[src/rtl/pipe_cpu_pkg.sv]
// Shared encodings, field slices and decode helpers for the 5-stage forwarding CPU core.
// Latency: n/a (constants and pure functions only).
// Backpressure: n/a.
package pipe_cpu_pkg;

    // Opcodes (instr[15:12]); anything not listed behaves as NOP
    localparam logic [3:0] OP_NOP   = 4'h0;
    localparam logic [3:0] OP_ADD   = 4'h1;
    localparam logic [3:0] OP_SUB   = 4'h2;
    localparam logic [3:0] OP_LOAD  = 4'h3;
    localparam logic [3:0] OP_STORE = 4'h4;
    localparam logic [3:0] OP_AND   = 4'h5;
    localparam logic [3:0] OP_OR    = 4'h6;
    localparam logic [3:0] OP_XOR   = 4'h7;
    localparam logic [3:0] OP_LDI   = 4'h8;
    localparam logic [3:0] OP_BNEZ  = 4'h9;
    localparam logic [3:0] OP_HALT  = 4'hF;

    // Instruction field boundaries: opcode | rd | rs1 | rs2
    localparam int OP_HI  = 15;
    localparam int OP_LO  = 12;
    localparam int RD_HI  = 11;
    localparam int RD_LO  = 8;
    localparam int RS1_HI = 7;
    localparam int RS1_LO = 4;
    localparam int RS2_HI = 3;
    localparam int RS2_LO = 0;

    localparam logic [15:0] NOP_INSTR = 16'h0000;

    // EX operand source selects
    localparam logic [1:0] FWD_IDEX = 2'd0;
    localparam logic [1:0] FWD_EXM  = 2'd1;
    localparam logic [1:0] FWD_MWB  = 2'd2;

    // Opcodes that write rd in WB
    function automatic logic is_writer(input logic [3:0] op);
        case (op)
            OP_ADD, OP_SUB, OP_LOAD, OP_AND, OP_OR, OP_XOR, OP_LDI: return 1'b1;
            default: return 1'b0;
        endcase
    endfunction

endpackage

[src/rtl/pipe_cpu_hazard.sv]
// Forwarding-source selection plus load-use stall and branch/halt flush generation.
// Latency: purely combinational, same cycle.
// Backpressure: stall holds PC and IF/ID for one cycle; a flush from EX overrides a stall.
module pipe_cpu_hazard
    import pipe_cpu_pkg::*;
(
    input  logic       id_vld,
    input  logic [3:0] id_op,
    input  logic [3:0] id_rd,
    input  logic [3:0] id_rs1,
    input  logic [3:0] id_rs2,
    input  logic       ex_vld,
    input  logic [3:0] ex_op,
    input  logic [3:0] ex_rd,
    input  logic [3:0] ex_ra,
    input  logic [3:0] ex_rb,
    input  logic       exm_vld,
    input  logic [3:0] exm_op,
    input  logic [3:0] exm_rd,
    input  logic       mwb_vld,
    input  logic [3:0] mwb_op,
    input  logic [3:0] mwb_rd,
    input  logic       br_taken,
    output logic [1:0] fwd_a,
    output logic [1:0] fwd_b,
    output logic       halt_ex,
    output logic       flush,
    output logic       stall
);

    logic exm_fwd_ok;
    logic mwb_fwd_ok;
    logic load_use;

    // A LOAD result is not ready until MEM/WB, so EX/MEM only forwards ALU/LDI results
    assign exm_fwd_ok = exm_vld && is_writer(exm_op) && (exm_op != OP_LOAD);
    assign mwb_fwd_ok = mwb_vld && is_writer(mwb_op);

    // Youngest producer wins: EX/MEM, then MEM/WB, then the value read in ID
    always_comb begin
        fwd_a = FWD_IDEX;
        fwd_b = FWD_IDEX;
        if (exm_fwd_ok && exm_rd == ex_ra)      fwd_a = FWD_EXM;
        else if (mwb_fwd_ok && mwb_rd == ex_ra) fwd_a = FWD_MWB;
        if (exm_fwd_ok && exm_rd == ex_rb)      fwd_b = FWD_EXM;
        else if (mwb_fwd_ok && mwb_rd == ex_rb) fwd_b = FWD_MWB;
    end

    // LOAD in EX feeding the instruction in ID costs exactly one bubble;
    // a taken branch or HALT in EX is older, so it wins over the stall
    always_comb begin
        load_use = ex_vld && (ex_op == OP_LOAD) && id_vld &&
                   ((ex_rd == id_rs1) || (ex_rd == id_rs2) ||
                    ((id_op == OP_BNEZ) && (ex_rd == id_rd)));
        halt_ex  = ex_vld && (ex_op == OP_HALT);
        flush    = br_taken || halt_ex;
        stall    = load_use && !flush;
    end

endmodule

[src/rtl/pipe_cpu_fwd.sv]
// 5-stage in-order CPU core (IF/ID/EX/MEM/WB) with full forwarding, branch flush and HALT.
// Latency: fetch at edge n -> retire port valid after edge n+3, register file written at n+4.
// Backpressure: none external; load-use inserts one bubble, taken BNEZ/HALT squash IF/ID and ID/EX.
module pipe_cpu_fwd
    import pipe_cpu_pkg::*;
#(
    parameter int DATA_W  = 8,
    parameter int PC_W    = 4,
    parameter int DMEM_AW = 4
) (
    input  logic               clk,
    input  logic               reset,
    input  logic               imem_we,
    input  logic [PC_W-1:0]    imem_addr,
    input  logic [15:0]        imem_wdata,
    input  logic               dmem_we,
    input  logic [DMEM_AW-1:0] dmem_addr,
    input  logic [DATA_W-1:0]  dmem_wdata,
    input  logic [3:0]         dbg_addr,
    output logic [DATA_W-1:0]  dbg_rdata,
    output logic               retire_valid,
    output logic [3:0]         retire_rd,
    output logic [DATA_W-1:0]  retire_data,
    output logic               halted
);

    typedef struct packed {
        logic        vld;
        logic [15:0] instr;
    } ifid_t;

    typedef struct packed {
        logic              vld;
        logic [3:0]        op;
        logic [3:0]        rd;
        logic [3:0]        ra;
        logic [3:0]        rb;
        logic [7:0]        imm;
        logic [DATA_W-1:0] a;
        logic [DATA_W-1:0] b;
    } idex_t;

    typedef struct packed {
        logic               vld;
        logic [3:0]         op;
        logic [3:0]         rd;
        logic [DATA_W-1:0]  res;
        logic [DATA_W-1:0]  sdat;
        logic [DMEM_AW-1:0] addr;
    } exmem_t;

    typedef struct packed {
        logic              vld;
        logic [3:0]        op;
        logic [3:0]        rd;
        logic [DATA_W-1:0] res;
    } memwb_t;

    logic [15:0]       imem [2**PC_W];
    logic [DATA_W-1:0] dmem [2**DMEM_AW];
    logic [DATA_W-1:0] rf   [16];

    logic [PC_W-1:0] pc;
    logic            fetch_off;
    ifid_t           ifid;
    idex_t           idex, id_next;
    exmem_t          exmem, ex_next;
    memwb_t          memwb, mem_next;

    logic [3:0]        id_op, id_rd, id_rs1, id_rs2, id_ra;
    logic [DATA_W-1:0] id_a, id_b, ex_a, ex_b, ex_res;
    logic [1:0]        fwd_a, fwd_b;
    logic              wb_we, host_ok, br_taken, halt_ex, flush, stall;

    assign host_ok = reset || halted;
    assign wb_we   = memwb.vld && is_writer(memwb.op);

    // ID decode; BNEZ tests rd, so it borrows the first read port
    assign id_op  = ifid.instr[OP_HI:OP_LO];
    assign id_rd  = ifid.instr[RD_HI:RD_LO];
    assign id_rs1 = ifid.instr[RS1_HI:RS1_LO];
    assign id_rs2 = ifid.instr[RS2_HI:RS2_LO];
    assign id_ra  = (id_op == OP_BNEZ) ? id_rd : id_rs1;

    // Write-first register file read: a same-cycle WB write is seen by ID
    assign id_a = (wb_we && memwb.rd == id_ra)  ? memwb.res : rf[id_ra];
    assign id_b = (wb_we && memwb.rd == id_rs2) ? memwb.res : rf[id_rs2];

    assign dbg_rdata = rf[dbg_addr];

    // Assemble the ID/EX payload from the decoded fetch word
    always_comb begin
        id_next = '{vld: 1'b1, op: id_op, rd: id_rd, ra: id_ra, rb: id_rs2,
                    imm: ifid.instr[RS1_HI:RS2_LO], a: id_a, b: id_b};
    end

    pipe_cpu_hazard u_hazard (
        .id_vld   (ifid.vld),
        .id_op    (id_op),
        .id_rd    (id_rd),
        .id_rs1   (id_rs1),
        .id_rs2   (id_rs2),
        .ex_vld   (idex.vld),
        .ex_op    (idex.op),
        .ex_rd    (idex.rd),
        .ex_ra    (idex.ra),
        .ex_rb    (idex.rb),
        .exm_vld  (exmem.vld),
        .exm_op   (exmem.op),
        .exm_rd   (exmem.rd),
        .mwb_vld  (memwb.vld),
        .mwb_op   (memwb.op),
        .mwb_rd   (memwb.rd),
        .br_taken (br_taken),
        .fwd_a    (fwd_a),
        .fwd_b    (fwd_b),
        .halt_ex  (halt_ex),
        .flush    (flush),
        .stall    (stall)
    );

    // EX operand muxes driven by the forwarding selects
    always_comb begin
        case (fwd_a)
            FWD_EXM: ex_a = exmem.res;
            FWD_MWB: ex_a = memwb.res;
            default: ex_a = idex.a;
        endcase
        case (fwd_b)
            FWD_EXM: ex_b = exmem.res;
            FWD_MWB: ex_b = memwb.res;
            default: ex_b = idex.b;
        endcase
    end

    // ALU; non-writers produce 0 so the retire port reports 0 for them
    always_comb begin
        case (idex.op)
            OP_ADD:  ex_res = ex_a + ex_b;
            OP_SUB:  ex_res = ex_a - ex_b;
            OP_AND:  ex_res = ex_a & ex_b;
            OP_OR:   ex_res = ex_a | ex_b;
            OP_XOR:  ex_res = ex_a ^ ex_b;
            OP_LDI:  ex_res = DATA_W'(idex.imm);
            OP_NOP, OP_LOAD, OP_STORE, OP_BNEZ, OP_HALT: ex_res = '0;
            default: ex_res = '0;
        endcase
        br_taken = idex.vld && (idex.op == OP_BNEZ) && (ex_a != '0);
        ex_next  = '{vld: idex.vld, op: idex.op, rd: idex.rd, res: ex_res,
                     sdat: ex_b, addr: DMEM_AW'(ex_a)};
    end

    // MEM: combinational data-memory read merged into the writeback value
    always_comb begin
        mem_next = '{vld: exmem.vld, op: exmem.op, rd: exmem.rd, res: exmem.res};
        if (exmem.op == OP_LOAD) mem_next.res = dmem[exmem.addr];
    end

    assign retire_valid = memwb.vld;
    assign retire_rd    = memwb.rd;
    assign retire_data  = memwb.res;

    // Pipeline advance: PC, stage registers, fetch shut-off after HALT, sticky halted
    always_ff @(posedge clk or posedge reset) begin
        if (reset) begin
            pc        <= '0;
            fetch_off <= 1'b0;
            halted    <= 1'b0;
            ifid      <= '{vld: 1'b0, instr: NOP_INSTR};
            idex      <= '0;
            exmem     <= '0;
            memwb     <= '0;
        end else begin
            if (br_taken)
                pc <= PC_W'(idex.imm);
            else if (!(halt_ex || fetch_off || stall))
                pc <= pc + PC_W'(1);

            if (flush || fetch_off)
                ifid <= '{vld: 1'b0, instr: NOP_INSTR};
            else if (!stall)
                ifid <= '{vld: 1'b1, instr: imem[pc]};

            if (flush || stall || !ifid.vld)
                idex <= '0;
            else
                idex <= id_next;

            exmem <= ex_next;
            memwb <= mem_next;

            if (halt_ex)
                fetch_off <= 1'b1;
            if (memwb.vld && memwb.op == OP_HALT)
                halted <= 1'b1;
        end
    end

    // Register file write in WB; reset clears all 16 entries
    always_ff @(posedge clk or posedge reset) begin
        if (reset) begin
            for (int i = 0; i < 16; i++) rf[i] <= '0;
        end else if (wb_we) begin
            rf[memwb.rd] <= memwb.res;
        end
    end

    // Instruction memory: host loads only while the core is idle
    always_ff @(posedge clk) begin
        if (imem_we && host_ok)
            imem[imem_addr] <= imem_wdata;
    end

    // Data memory: host port while idle, otherwise STORE at the end of MEM
    always_ff @(posedge clk) begin
        if (dmem_we && host_ok)
            dmem[dmem_addr] <= dmem_wdata;
        else if (exmem.vld && exmem.op == OP_STORE)
            dmem[exmem.addr] <= exmem.sdat;
    end

endmodule

[config.mk]
export PLATFORM = sky130hd
export DESIGN_NAME = pipe_cpu_fwd
export DESIGN_NICKNAME = d
export VERILOG_FILES = /design/src/rtl/pipe_cpu_pkg.sv /design/src/rtl/pipe_cpu_hazard.sv /design/src/rtl/pipe_cpu_fwd.sv
export SDC_FILE = /design/constraint.sdc
export NUM_CORES = 1
export LEC_CHECK = 0
export ABC_CLOCK_PERIOD_IN_PS = 6900
export CORE_UTILIZATION = 50
export CTS_CLUSTER_SIZE = 16
export DETAILED_ROUTE_END_ITERATION = 7
export GPL_TIMING_DRIVEN = 0
export PLACE_DENSITY = 0.69
export REMOVE_ABC_BUFFERS = 1
export SETUP_SLACK_MARGIN = 0.15
export SKIP_LAST_GASP = 1
export SLEW_MARGIN = 20
export SYNTH_ARGS = -nofsm -noshare
export SYNTH_HDL_FRONTEND = slang
export SYNTH_SLANG_ARGS = --single-unit
[constraint.sdc]
create_clock -name clk -period 6.9 [get_ports clk]
set_input_delay 0.69 -clock clk [delete_from_list [all_inputs] [get_ports clk]]
set_output_delay 0.69 -clock clk [all_outputs]
set_load 0.05 [all_outputs]
Yosys cells after proc, flatten, opt, wreduce, memory -nomap -nowiden:

Memories as Yosys holds them, arrays and structs flattened.
Cells that the tools add are included.

* add/subtract/negate cells: 3
* multiply operators: 0
* divide/modulo/power cells: 0
* $lt $le $gt $ge: 5
* equality and inequality tests: 42
* shifts and indexed selects: 0
* mux-type cells: 40
* bitwise logic cells: 7
* reductions and logical operators: 37

Operators with widths (count)
* bitwise mux 128 bit: 1
* binary-select mux 8 bit (select 4 bit): 3
* two-way mux 8 bit: 11
* one-hot mux 8 bit (6 select lines): 1
* two-way mux 41 bit: 1
* == test 4 x 3 -> 1 bit, second input constant: 10
* == test 4 bit: 9
* two-way mux 17 bit: 2
* demux 8 bit (select 4 bit): 1
* one-hot mux 8 bit (2 select lines): 2
* == test 4 bit, second input constant: 7
* == test 4 x 2 -> 1 bit, second input constant: 6
* logical AND 1 bit: 22
* greater-or-equal comparator 5 bit, second input constant: 4
* NOT 4 -> 5 bit: 4
* two-way mux 4 bit: 4
* OR reduction 7 bit: 2
* == test 4 x 1 -> 1 bit, second input constant: 3
* two-way mux 1 bit: 10
* logical OR 1 bit: 9
* adder 8 bit: 1
* AND 8 bit: 1
* two-way mux 2 bit: 4
* OR 8 bit: 1
* 11 further kinds: 15

* register bits: 238
* bits in latches: 0
* RAM bits: 384
* ROM bits: 0
* output and inout port bits: 22
* memories kept: 2

Memories
* imem: words 16, width 16, read ports 1, clocked after memory_dff 0, wr ports 1, line pipe_cpu_fwd.sv:59 `logic [15:0] imem [2**PC_W];`
* dmem: words 16, width 8, read ports 1, clocked after memory_dff 0, wr ports 1, line pipe_cpu_fwd.sv:60 `logic [DATA_W-1:0] dmem [2**DMEM_AW];`

Depth between registers and ports, before layout:

* word-level depth: 17
* gate-level depth with buffers: 20

Hierarchy:

From an unflattened synthesis, not the netlist that was laid out.

* cells, all modules: 1658
* area, all modules: 28162.0 µm²

Modules (own cells, without submodules)
* pipe_cpu_fwd: instances 1, cells an instance 1603, area an instance 27722.8 µm², seq. area each 17386.7 µm²
* pipe_cpu_hazard: instances 1, cells an instance 55, area an instance 439.2 µm², seq. area each 0.0 µm²

Worst setup path before layout:

No wires, ideal clock.

* kind: register -> register
* start: reg memwb[12] (netlist name)
* end: reg exmem[19] (netlist name)
* setup time: 71 ps
* arrival time: 4112 ps
* required time: 6829 ps
* slack: 2717 ps
* stages on the path, launching flop included: 20
* clock period less this slack: 4183 ps
* cells stage by stage: dfrtp_1 > or4b_4 > a21bo_1 > buf_6 > clkbuf_1 > o21ai_0 > a21oi_1 > a21o_1 > inv_1 > ha_1 > mux2i_1 > ha_1 > nor2b_1 > o21ai_0 > a21boi_0 > o21ai_0 > a21oi_1 > or3_1 > a2111o_1 > nand3_1

RTL lines
* start: declaration: line pipe_cpu_fwd.sv:68 `memwb_t memwb, mem_next;`
* start signal: assignment: line pipe_cpu_fwd.sv:190 `memwb <= mem_next;`
* end signal: assignment: line pipe_cpu_fwd.sv:189 `exmem <= ex_next;`
* end: declaration: line pipe_cpu_fwd.sv:67 `exmem_t exmem, ex_next;`

==> metrics.yaml <==
global_route:
  antenna_found_initial: 1
  grt_max_degree: 100
  grt_pass1_vias: 16300
  grt_overflow: 0
  grt_pass1_wl_um: 100000
  grt_usage: 0.238
drt:
  num_vias: 15700
  wl_met2_um: 33700
  met1_length_um: 26700
  ant_nets: 0
  wl_met3_um: 3450
  first_pass_iters: 6
  wl_per_cell_um: 25.6
  totalWireLength_um: 65800
  detail_route.iter0.violations: 1499
  drc: 0
  avgViaCountPerCell: 6.13
  top_layer: "met5"
logic_synthesis:
  synth.area.top_cells: "edfxtp_1 41%, dfrtp_1 21%, mux4_2 17%"
  async_flop_share: 0.379
  synth-edff-count: 384
  yosys_warnings: 0
  synth.avg_cell_area_sq_um: 16.2
  synthCells: 1742
  ys_seq_area_frac: 0.615
  ys_seq_elements: 618
  synth_common_cells: "384 x edfxtp_1, 234 x dfrtp_1, 208 x mux4_2"
  ys_types: 66
  synth_most_common_cell: "edfxtp_1"
  yosysTopAreaCellShare: 0.408
  synth_top_area_cell: "edfxtp_1"
  syn-cell-area_sq_mm: 0.0283
  synthFlopType: "edfxtp_1"
clock_network:
  clockBufferDepth: 3
  tritoncts: "done"
  cts-root-buf: "clkbuf_16"
  post_cts_resized: 0
  post_cts_buffers: 0
  h-tree-depth: 3
  cts_sinks: 618
  clk_latency_ns: 0.61
  clkTransAtPathRegs_ns: 0.06
  cts-buffers-inserted: 66
  cts_hold_buf: 0
sta:
  setup_slack_ns: 1.80
  tightest_slew_ns: 1.18
  finalSetupViolCount: 0
  relSlewSlack: 0.212
  holdWs_ns: 0.414
  period_minus_slack_ns: 5.10
  fmax_mhz: 196
  finalClockSkew_ns: 0.0248
  finalCritPeriodShare: 0.740
  tns_ns: 0
  grt_setup_unrepaired: "false"
  hold_violations: 0
  maxSlewViolCount: 0
power_and_ir_drop:
  powerDensity_mw_per_mm2: 443
  leakage_nw: 11.7
  vdd_ir_drop_max_mv: 0.306
finish:
  drive_above_1_share: 0.294
  synthToLayoutAreaGrowth_pct: 14.0
  stdcell_count: 2570
  nFillCells: 4231
  finalInstanceArea_sq_mm: 0.0322
  final_nets: 1839
  num_antenna_cells: 0
placed_design:
  hpwlAfterDp_um: 41300
  dpl_cell_area_sq_mm: 0.0300
  dp_cells: 2453
  gp_congestion: 0.868
  port_buffers: 61
  dpl_worst_slack_ns: 1.88
worst_setup_path:
  critPathCapture: "exmem[19]$_DFF_PP0_"
  reg2reg_from: "memwb[13]$_DFF_PP0_"
  cp.arrival_ns: 5.63
  reg2regPathDepth: 16
  r2r_slack_ns: 1.80
  critical_path_required_ns: 7.43
  cp-startpoint: "memwb[13]$_DFF_PP0_"
  cp-end-kind: "flip-flop"
  crit_path_start_kind: "flip-flop"
  crit_type: "reg2reg"
  cp_max_fo: 7
  rr_endpoint: "exmem[19]$_DFF_PP0_"
die:
  num_rows: 86
  dieArea_sq_mm: 0.0575
  ios: 62
  initial_core_util: 0.509
  die_x_um: 240
  die_height_um: 240
  core_area_sq_mm: 0.0555
worst_hold_path:
  worstHoldPathType: "reg2reg"
run_status:
  status: "completed"
job:
  max_cap_violations: 0
[state kept, by name, summed over array words and instances (netlist names)]
register	cells
imem	256
dmem	128
rf	128
exmem	29
idex	28
id_next	16
ex_next	9
retire_data	8
memwb	4
pc	4
retire_rd	4
fetch_off	1
halted	1
ifid	1
retire_valid	1
[layout make-up]
class	instances	area (sq um)	share of cell area
tap	748	936	0.0290
clock buffer	88	1850	0.0574
multi-input combinational	973	10500	0.324
sequential	618	17400	0.540
inverter	28	113	0.00349
timing repair buffer	86	1080	0.0334
clock inverter	29	388	0.0120
[how the worst min path moves through the flow]
| stage | startpoint | endpoint | slack [ns] | depth (start not counted) |
|---|---|---|---|---|
| after global placement | ex_next[28]$_DFF_PP0_ | exmem[28]$_DFF_PP0_ | 0.39 | 0 |
| after global routing | ex_next[28]$_DFF_PP0_ | exmem[28]$_DFF_PP0_ | 0.43 | 0 |
| after floorplan | ex_next[28]$_DFF_PP0_ | exmem[28]$_DFF_PP0_ | 0.37 | 0 |
| after detailed placement | ex_next[28]$_DFF_PP0_ | exmem[28]$_DFF_PP0_ | 0.40 | 0 |
| after CTS | ex_next[28]$_DFF_PP0_ | exmem[28]$_DFF_PP0_ | 0.41 | 0 |
| final | ex_next[28]$_DFF_PP0_ | exmem[28]$_DFF_PP0_ | 0.41 | 0 |
[logic make-up after synthesis]
| family | share of synthesized area |
|---|---|
| compound gates | 0.0401 |
| mux | 0.241 |
| xor+xnor | 0.0158 |
| fa+ha+maj | 0.0118 |
| buf+inv | 0.0226 |
| simple gates | 0.0539 |
| flops | 0.615 |
[through the flow]
| stage | utilization | total power [W] |
|---|---|---|
| 6_report | 0.580 | 0.0143 |
| 5_1_grt | 0.580 | 0.0150 |
| 4_1_cts | 0.580 | 0.0143 |
| 3_5_place_dp | 0.540 | 0.0107 |
| 3_3_place_gp | 0.527 | 0.0104 |
| 2_1_floorplan | - | 0.00896 |
[critical path, cell delays in order, from the launching register on]
cell      delay (ns)
dfrtp_1         0.39
or4b_4          0.55
a21boi_1        0.49
nand3_1         0.16
a31oi_1         0.56
inv_1           0.15
ha_1            0.32
mux2i_1         0.24
ha_1            0.28
nor2b_1         0.13
o21ai_0         0.20
a21boi_0        0.18
o21ai_0         0.28
a21oi_1         0.18
or3_1           0.41
a2111o_1        0.43
nand3_1         0.07
[per-layer routing]
metal  track usage  vias to the layer above
li1              -                     6861
met4        0.0899                        2
met1         0.312                     8312
met5             0                        -
met2         0.402                      444
met3        0.0372                      126
[report_power, final]
group | switching [W] | internal, W | total [W]
Clock | 0.00146 | 0.00219 | 0.00366
Sequential | 0.000878 | 0.00453 | 0.00541
Combinational | 0.00259 | 0.00262 | 0.00521
[layout by cell type (no fill, tap or decap), types with 6 or more instances in the layout]
cell type / count
a311oi_1: 8
clkinv_2: 7
nor3_1: 11
nand3_1: 14
nand2b_1: 9
nor3_2: 6
ha_1: 25
a211oi_1: 25
edfxtp_1: 384
o21ai_0: 42
xnor2_1: 40
clkbuf_1: 14
a31o_2: 7
mux4_2: 208
buf_16: 12
a21oi_1: 28
clkbuf_16: 69
mux2_2: 145
xor2_1: 11
dfrtp_1: 227
nor2_1: 65
bufinv_16: 8
a211o_1: 8
and2_1: 34
nand4_1: 9
clkdlybuf4s50_1: 59
mux2i_1: 44
buf_4: 10
inv_1: 25
nor2_4: 12
a31oi_1: 19
nand2_1: 133
No activity file was read; power rests on OpenSTA's default activity.
